### src/rtl/bias_weight.sv
// Bias/weight store and SGD update for one fully connected layer (NP inputs, NC outputs).
// Define BIASWEIGHT_SAT_EN to saturate parameter updates; otherwise they wrap modulo 2^WV.
module bias_weight #(
  parameter int    NP    = 3,
  parameter int    NC    = 2,
  parameter int    WV    = 8,
  parameter string BURST = "yes"
) (
  input  logic                     iCLK,
  input  logic                     iRST,
  input  logic                     iMode,
  input  logic [WV-1:0]            iLR,
  input  logic                     iValid_AS_State1,
  output logic                     oReady_AS_State1,
  input  logic [NP*WV-1:0]         iData_AS_State1,
  input  logic                     iValid_AS_Delta1,
  output logic                     oReady_AS_Delta1,
  input  logic [NC*WV-1:0]         iData_AS_Delta1,
  output logic                     oValid_BM_WeightBias,
  input  logic                     iReady_BM_WeightBias,
  output logic [NC*NP*WV+NC*WV-1:0] oData_BM_WeightBias,
  output logic                     oValid_BM_Weight,
  input  logic                     iReady_BM_Weight,
  output logic [NP*NC*WV-1:0]      oData_BM_Weight,
  output logic [1:0]               oDbgState
);

  localparam bit BURST_EN = (BURST == "yes");
  // Full-precision width of delta*state*lr (two signed WV values times an unsigned WV value).
  localparam int PW = 3 * WV + 1;

  typedef enum logic [1:0] {
    S_FWD        = 2'd0,
    S_WAIT_DELTA = 2'd1,
    S_BWD        = 2'd2,
    S_UPDATE     = 2'd3
  } state_e;

  state_e                state_q;
  logic                  wb_sent_q;
  logic [NP*WV-1:0]      r_state_q;
  logic [NC*WV-1:0]      r_delta_q;
  logic [NC*WV-1:0]      r_bias_q;
  logic [NP*NC*WV-1:0]   r_weight_q;
  logic [NC*WV-1:0]      r_bias_d;
  logic [NP*NC*WV-1:0]   r_weight_d;

  logic st_hs;
  logic dl_hs;
  logic w_hs;
  logic wb_hs;

  function automatic logic signed [PW-1:0] sext(input logic [WV-1:0] v);
    return {{(PW-WV){v[WV-1]}}, v};
  endfunction

  function automatic logic signed [PW-1:0] zext(input logic [WV-1:0] v);
    return {{(PW-WV){1'b0}}, v};
  endfunction

  function automatic logic signed [PW-1:0] weight_grad(input logic [WV-1:0] d,
                                                       input logic [WV-1:0] s,
                                                       input logic [WV-1:0] lr);
    logic signed [PW-1:0] prod;
    prod = sext(d) * sext(s) * zext(lr);
    return prod >>> (3 * WV / 2);
  endfunction

  function automatic logic signed [PW-1:0] bias_grad(input logic [WV-1:0] d,
                                                     input logic [WV-1:0] lr);
    logic signed [PW-1:0] prod;
    prod = sext(d) * zext(lr);
    return prod >>> WV;
  endfunction

  function automatic logic [WV-1:0] sub_fit(input logic [WV-1:0]        a,
                                            input logic signed [PW-1:0] g);
    logic signed [PW:0] diff;
    diff = {{(PW+1-WV){a[WV-1]}}, a} - {g[PW-1], g};
`ifdef BIASWEIGHT_SAT_EN
    begin
      logic signed [PW:0] lim_hi;
      logic signed [PW:0] lim_lo;
      lim_hi         = '0;
      lim_hi[WV-2:0] = '1;
      lim_lo         = '1;
      lim_lo[WV-2:0] = '0;
      if (diff > lim_hi) return lim_hi[WV-1:0];
      if (diff < lim_lo) return lim_lo[WV-1:0];
    end
`endif
    return diff[WV-1:0];
  endfunction

  // valid/ready: a transfer happens on the rising edge where both are high; our valid and
  // ready outputs are decoded from registered state and iMode only, never from the peer's signal.
  assign oReady_AS_State1     = (state_q == S_FWD) && iMode;
  assign oReady_AS_Delta1     = (state_q == S_WAIT_DELTA) && iMode;
  assign oValid_BM_Weight     = (state_q == S_BWD) && iMode;
  assign oValid_BM_WeightBias = (state_q != S_UPDATE) && (BURST_EN || !wb_sent_q);
  assign oDbgState            = state_q;

  assign st_hs = oReady_AS_State1 && iValid_AS_State1;
  assign dl_hs = oReady_AS_Delta1 && iValid_AS_Delta1;
  assign w_hs  = oValid_BM_Weight && iReady_BM_Weight;
  assign wb_hs = oValid_BM_WeightBias && iReady_BM_WeightBias;

  assign oData_BM_Weight = r_weight_q;

  // Forward bundle groups weights by output neuron j so each column is contiguous.
  always_comb begin
    oData_BM_WeightBias = '0;
    for (int j = 0; j < NC; j++) begin
      oData_BM_WeightBias[j*WV +: WV] = r_bias_q[j*WV +: WV];
      for (int i = 0; i < NP; i++) begin
        oData_BM_WeightBias[NC*WV + j*NP*WV + i*WV +: WV] = r_weight_q[i*NC*WV + j*WV +: WV];
      end
    end
  end

  always_comb begin
    r_bias_d   = r_bias_q;
    r_weight_d = r_weight_q;
    for (int j = 0; j < NC; j++) begin
      r_bias_d[j*WV +: WV] = sub_fit(r_bias_q[j*WV +: WV],
                                     bias_grad(r_delta_q[j*WV +: WV], iLR));
      for (int i = 0; i < NP; i++) begin
        r_weight_d[i*NC*WV + j*WV +: WV] =
          sub_fit(r_weight_q[i*NC*WV + j*WV +: WV],
                  weight_grad(r_delta_q[j*WV +: WV], r_state_q[i*WV +: WV], iLR));
      end
    end
  end

  always_ff @(posedge iCLK) begin
    if (iRST) begin
      state_q    <= S_FWD;
      wb_sent_q  <= 1'b0;
      r_state_q  <= '0;
      r_delta_q  <= '0;
      r_bias_q   <= '0;
      r_weight_q <= '0;
    end else begin
      // wb_sent only gates valid in single-transfer mode; inference idles re-arm it.
      if (wb_hs) begin
        wb_sent_q <= 1'b1;
      end else if ((state_q == S_UPDATE) ||
                   (!BURST_EN && !iMode && !iReady_BM_WeightBias)) begin
        wb_sent_q <= 1'b0;
      end

      case (state_q)
        S_FWD: begin
          if (st_hs) begin
            r_state_q <= iData_AS_State1;
            state_q   <= S_WAIT_DELTA;
          end
        end
        S_WAIT_DELTA: begin
          if (!iMode) begin
            state_q <= S_FWD;
          end else if (dl_hs) begin
            r_delta_q <= iData_AS_Delta1;
            state_q   <= S_BWD;
          end
        end
        S_BWD: begin
          if (!iMode) begin
            state_q <= S_FWD;
          end else if (w_hs) begin
            state_q <= S_UPDATE;
          end
        end
        S_UPDATE: begin
          r_bias_q   <= r_bias_d;
          r_weight_q <= r_weight_d;
          state_q    <= S_FWD;
        end
        default: state_q <= S_FWD;
      endcase
    end
  end

endmodule

### config.mk
export PLATFORM = sky130hd
export DESIGN_NAME = bias_weight
export DESIGN_NICKNAME = d
export VERILOG_FILES = /design/src/rtl/bias_weight.sv
export SDC_FILE = /design/constraint.sdc
export NUM_CORES = 2
export LEC_CHECK = 0
export ABC_AREA = 1
export CORE_UTILIZATION = 37
export CTS_CLUSTER_SIZE = 16
export DETAILED_ROUTE_END_ITERATION = 10
export HOLD_SLACK_MARGIN = 0.05
export PLACE_DENSITY = 0.57
export SYNTH_ARGS = -nofsm -noshare
export SYNTH_HDL_FRONTEND = slang
export SYNTH_SLANG_ARGS = --single-unit
### constraint.sdc
create_clock -name iCLK -period 26.4 [get_ports iCLK]
set_input_delay 3.96 -clock iCLK [delete_from_list [all_inputs] [get_ports iCLK]]
set_output_delay 3.96 -clock iCLK [all_outputs]
set_load 0.01 [all_outputs]
==> results.py <==
metrics = {
    "synthesis": {
        "synth_warnings": 0,
        "mappedNetlistNets": 8029,
        "synth_flop_cell": "sky130_fd_sc_hd__dfxtp_1",
        "synth.yosys.seq_area_share_pct": 4.429,
        "synth.ff_latch_count": 106,
        "yosys.cell_types.count": 51,
        "synthArstFlopShare_pct": 0,
        "synthesis.area_mm2": 0.04792,
        "number_of_enable_type_register_cells_in_the_synthesized_netlist": 0,
        "synthesis.instances": 6558,
        "syn_avg_cell_area_um2": 7.306,
    },
    "floorplanning": {
        "initial_core_util_pct": 37.43,
        "dieWidth_um": 361.9,
        "floorplan.io_pins": 173,
        "fp-row-count": 131,
        "core_area_mm2": 0.1280,
        "die_h_um": 361.9,
        "design.die.area_mm2": 0.1309,
    },
    "routing": {
        "ant_nets": 0,
        "postRouteWirelength_mm": 126.6,
        "drc": 0,
        "via_per_inst": 4.653,
        "initialDrtViolationCount": 1999,
        "met1Wirelength_mm": 52.97,
        "via_count": 38310,
        "met2_length_mm": 63.67,
        "drt_pass1_iterations": 5,
        "max_used_layer": "met4",
        "wl_per_cell_um": 15.37,
        "route.met3.wl_mm": 5.047,
    },
    "sta": {
        "worst-slew-pin-transition_ns": 1.104,
        "setup-violations-final": 0,
        "setup-tns-final_ns": 0,
        "final.setup_skew_ns": 0.03604,
        "fmax_mhz": 91.09,
        "slew_violations": 0,
        "hold_ws_ns": 0.4671,
        "final_min_period_over_clock_period_pct": 41.58,
        "timing_hold_violations_final": 0,
        "slew-limit-headroom_pct": 25.97,
        "setup_repair_after_global_routing_missed_its_margin": "false",
        "post-route-min-period_ns": 10.98,
    },
    "job": {
        "maxCapViolCount": 0,
    },
    "global_route": {
        "grt_max_degree": 75,
        "grt_antenna_before_repair": 1,
        "grt_util_all_layers_pct": 20.24,
        "grt_pass1_wl_mm": 209.7,
        "grt.overflow.total": 0,
        "via_count_of_the_first_global_routing_pass": 40010,
    },
    "final_layout": {
        "stdcell_area_mm2": 0.05114,
        "drive_above_1_share_pct": 2.199,
        "finish.net_count": 7970,
        "flow.area_growth_from_synthesis_pct": 6.729,
        "post_layout_nonfiller_instances": 8234,
    },
    "place": {
        "io_buffers": 171,
        "cell_area_after_placement_mm2": 0.05084,
        "dp_hpwl_mm": 103.4,
        "globalplace.congestion": 0.8874,
        "placedCellCount": 8217,
    },
    "setup_path": {
        "worst_path_largest_cell_delay_ns": 0.63,
        "timing.critical_path.arrival_ns": 11.34,
        "cp_common_cell": "sky130_fd_sc_hd__nand2_1",
        "critical_path.endpoint_type": "register",
        "critical_path_required_ns": 26.76,
        "crit_buf_inv": 8,
        "cell_class_contributing_the_biggest_share_of_worst_path_delay": "adder cells",
        "startpoint_class": "input pin",
        "cpMaxStageDelayCell": "sky130_fd_sc_hd__buf_4",
        "setup.worst_path.class": "input pin to register",
        "highest_net_fanout_along_the_worst_path": 51,
    },
    "pwr": {
        "p_per_area_mw_per_mm2": 33.90,
        "power.static_leakage_nw": 29.51,
        "peakVddDrop_mv": 0.03561,
    },
    "clock_network": {
        "cts_sinks": 106,
        "cts_buffers": 9,
        "worst_case_clock_buffer_depth": 2,
        "ctsRootBufferMaster": "sky130_fd_sc_hd__clkbuf_16",
        "hold_buffers": 0,
        "cts-resized-gates": 0,
        "clock_transition_time_at_the_flip_flop_clock_pins_of_the_worst_setup_and_hold_paths_ns": 0.10,
        "h_tree_levels": 3,
        "cts_tree": "done",
        "post_cts_setup_buffer_count": 0,
        "clkLatencyLatePin_ns": 0.44,
    },
    "min_path": {
        "worst_hold_path_type": "register to register",
    },
    "run_status": {
        "result_of_the_run": "finished, final reports clean",
    },
}
[routing by layer]
metal	vias up	global-route usage (%)
li1	18680	-
met1	18770	24.81
met2	689	36.78
met3	165	1.690
met4	0	7.345
met5	-	0
[cell type report]
type / instances / area [um2]
Antenna cell: 1 / 2.502
Clock buffer: 9 / 225.2
Clock inverter: 7 / 73.82
Fill cell: 13400 / 76870
Inverter: 1959 / 7355
Multi-Input combinational cell: 4203 / 37150
Sequential cell: 106 / 2130
Tap cell: 1729 / 2163
Timing Repair Buffer: 220 / 2042
[state kept, by name, summed over array words and instances (netlist names)]
register         flops
oData_BM_Weight     48
r_delta_q           16
oDbgState            2
r_bias_q            16
r_state_q           24
[power breakdown]
| part | internal [mW] | switching [mW] | total [mW] |
|---|---|---|---|
| sequential | 0.165 | 0.0178 | 0.182 |
| combinational | 0.523 | 0.870 | 1.39 |
| clock | 0.0681 | 0.0905 | 0.159 |
| total | 0.756 | 0.978 | 1.73 |
[cell usage in the layout (no fill, tap or decap), types with 9 or more instances in the layout]
master / instances
sky130_fd_sc_hd__or2_2: 14
sky130_fd_sc_hd__nand4_1: 28
sky130_fd_sc_hd__ha_1: 516
sky130_fd_sc_hd__nor2_1: 503
sky130_fd_sc_hd__o21ai_0: 120
sky130_fd_sc_hd__nand2_2: 13
sky130_fd_sc_hd__inv_1: 1940
sky130_fd_sc_hd__xnor2_1: 95
sky130_fd_sc_hd__nor3_1: 18
sky130_fd_sc_hd__clkbuf_16: 9
sky130_fd_sc_hd__clkdlybuf4s50_1: 162
sky130_fd_sc_hd__a21oi_1: 230
sky130_fd_sc_hd__nand2_1: 1381
sky130_fd_sc_hd__xor2_1: 85
sky130_fd_sc_hd__nand3_1: 159
sky130_fd_sc_hd__dfxtp_1: 100
sky130_fd_sc_hd__fa_1: 900
sky130_fd_sc_hd__nand3b_1: 17
sky130_fd_sc_hd__o21bai_1: 13
sky130_fd_sc_hd__buf_4: 52
sky130_fd_sc_hd__a21o_1: 13
sky130_fd_sc_hd__o21ai_1: 16
sky130_fd_sc_hd__a31oi_1: 22
sky130_fd_sc_hd__inv_2: 18
[logic make-up (layout without fill, tap and decap cells)]
group | Yosys count | after routing | share of synthesized area (%)
buffers and inverters | 2249 | 2195 | 18.06
and+or+nand+nor | 2153 | 2153 | 17.93
adders and majority gates | 1416 | 1416 | 51.08
AOI/OAI and AO/OA | 453 | 453 | 5.189
xor gates and xnor gates | 181 | 181 | 3.324
DFF | 106 | 106 | 4.429
other | 0 | 1 | 0
[synth_stat cells (2+ instances only)]
master / instances / area (um2)
sky130_fd_sc_hd__a211oi_1: 8 / 60.06
sky130_fd_sc_hd__a21boi_1: 2 / 15.01
sky130_fd_sc_hd__a21o_1: 13 / 97.59
sky130_fd_sc_hd__a21oi_1: 230 / 1151
sky130_fd_sc_hd__a31oi_1: 22 / 137.6
sky130_fd_sc_hd__and2_1: 3 / 18.77
sky130_fd_sc_hd__buf_1: 43 / 161.4
sky130_fd_sc_hd__buf_2: 3 / 15.01
sky130_fd_sc_hd__buf_4: 51 / 382.9
sky130_fd_sc_hd__clkbuf_1: 181 / 679.4
sky130_fd_sc_hd__clkbuf_2: 12 / 60.06
sky130_fd_sc_hd__dfxtp_1: 106 / 2122
sky130_fd_sc_hd__fa_1: 900 / 18020
sky130_fd_sc_hd__ha_1: 516 / 6456
sky130_fd_sc_hd__inv_1: 1946 / 7305
sky130_fd_sc_hd__inv_2: 13 / 48.80
sky130_fd_sc_hd__nand2_1: 1382 / 5187
sky130_fd_sc_hd__nand2_2: 12 / 75.07
sky130_fd_sc_hd__nand3_1: 159 / 795.8
sky130_fd_sc_hd__nand3_2: 4 / 40.04
sky130_fd_sc_hd__nand3b_1: 17 / 127.6
sky130_fd_sc_hd__nand4_1: 28 / 175.2
sky130_fd_sc_hd__nor2_1: 503 / 1888
sky130_fd_sc_hd__nor2_2: 3 / 18.77
sky130_fd_sc_hd__nor3_1: 19 / 95.09
sky130_fd_sc_hd__o211ai_1: 4 / 30.03
sky130_fd_sc_hd__o21a_1: 5 / 37.54
sky130_fd_sc_hd__o21ai_0: 120 / 600.6
sky130_fd_sc_hd__o21ai_1: 16 / 80.08
sky130_fd_sc_hd__o21bai_1: 13 / 97.59
sky130_fd_sc_hd__o21bai_2: 2 / 22.52
sky130_fd_sc_hd__o221ai_1: 8 / 70.07
sky130_fd_sc_hd__o31ai_1: 3 / 22.52
sky130_fd_sc_hd__or2_1: 3 / 18.77
sky130_fd_sc_hd__or2_2: 14 / 87.58
sky130_fd_sc_hd__xnor2_1: 95 / 832.1
sky130_fd_sc_hd__xor2_1: 85 / 744.5
[worst paths after layout]
kind,end,start,cells after the start,slack (ns)
worst max-delay path,oData_BM_Weight[47],iLR[1],39,15.42
worst min-delay path,r_bias_q[7],r_bias_q[7],2,0.47
worst max register to register,oData_BM_Weight[7],r_delta_q[0],45,15.48
worst min register to register,r_bias_q[7],r_bias_q[7],2,0.47
[through the flow]
step / worst slack [ns] / util (%) / total power, mW
floorplan: 16.61 / - / 1.243
global placement: 15.06 / 39.71 / 1.577
finish: 15.42 / 39.95 / 1.734
global route: 14.69 / 39.95 / 1.965
CTS: 15.38 / 39.95 / 1.767
detailed placement: 15.01 / 39.71 / 1.596
[tightest hold or removal path, stage by stage, from the launching register on]
cell and delay (ns):
sky130_fd_sc_hd__dfxtp_1 0.33, sky130_fd_sc_hd__inv_1 0.05, sky130_fd_sc_hd__a21oi_1 0.05
Power figures use the tool's default switching activity.
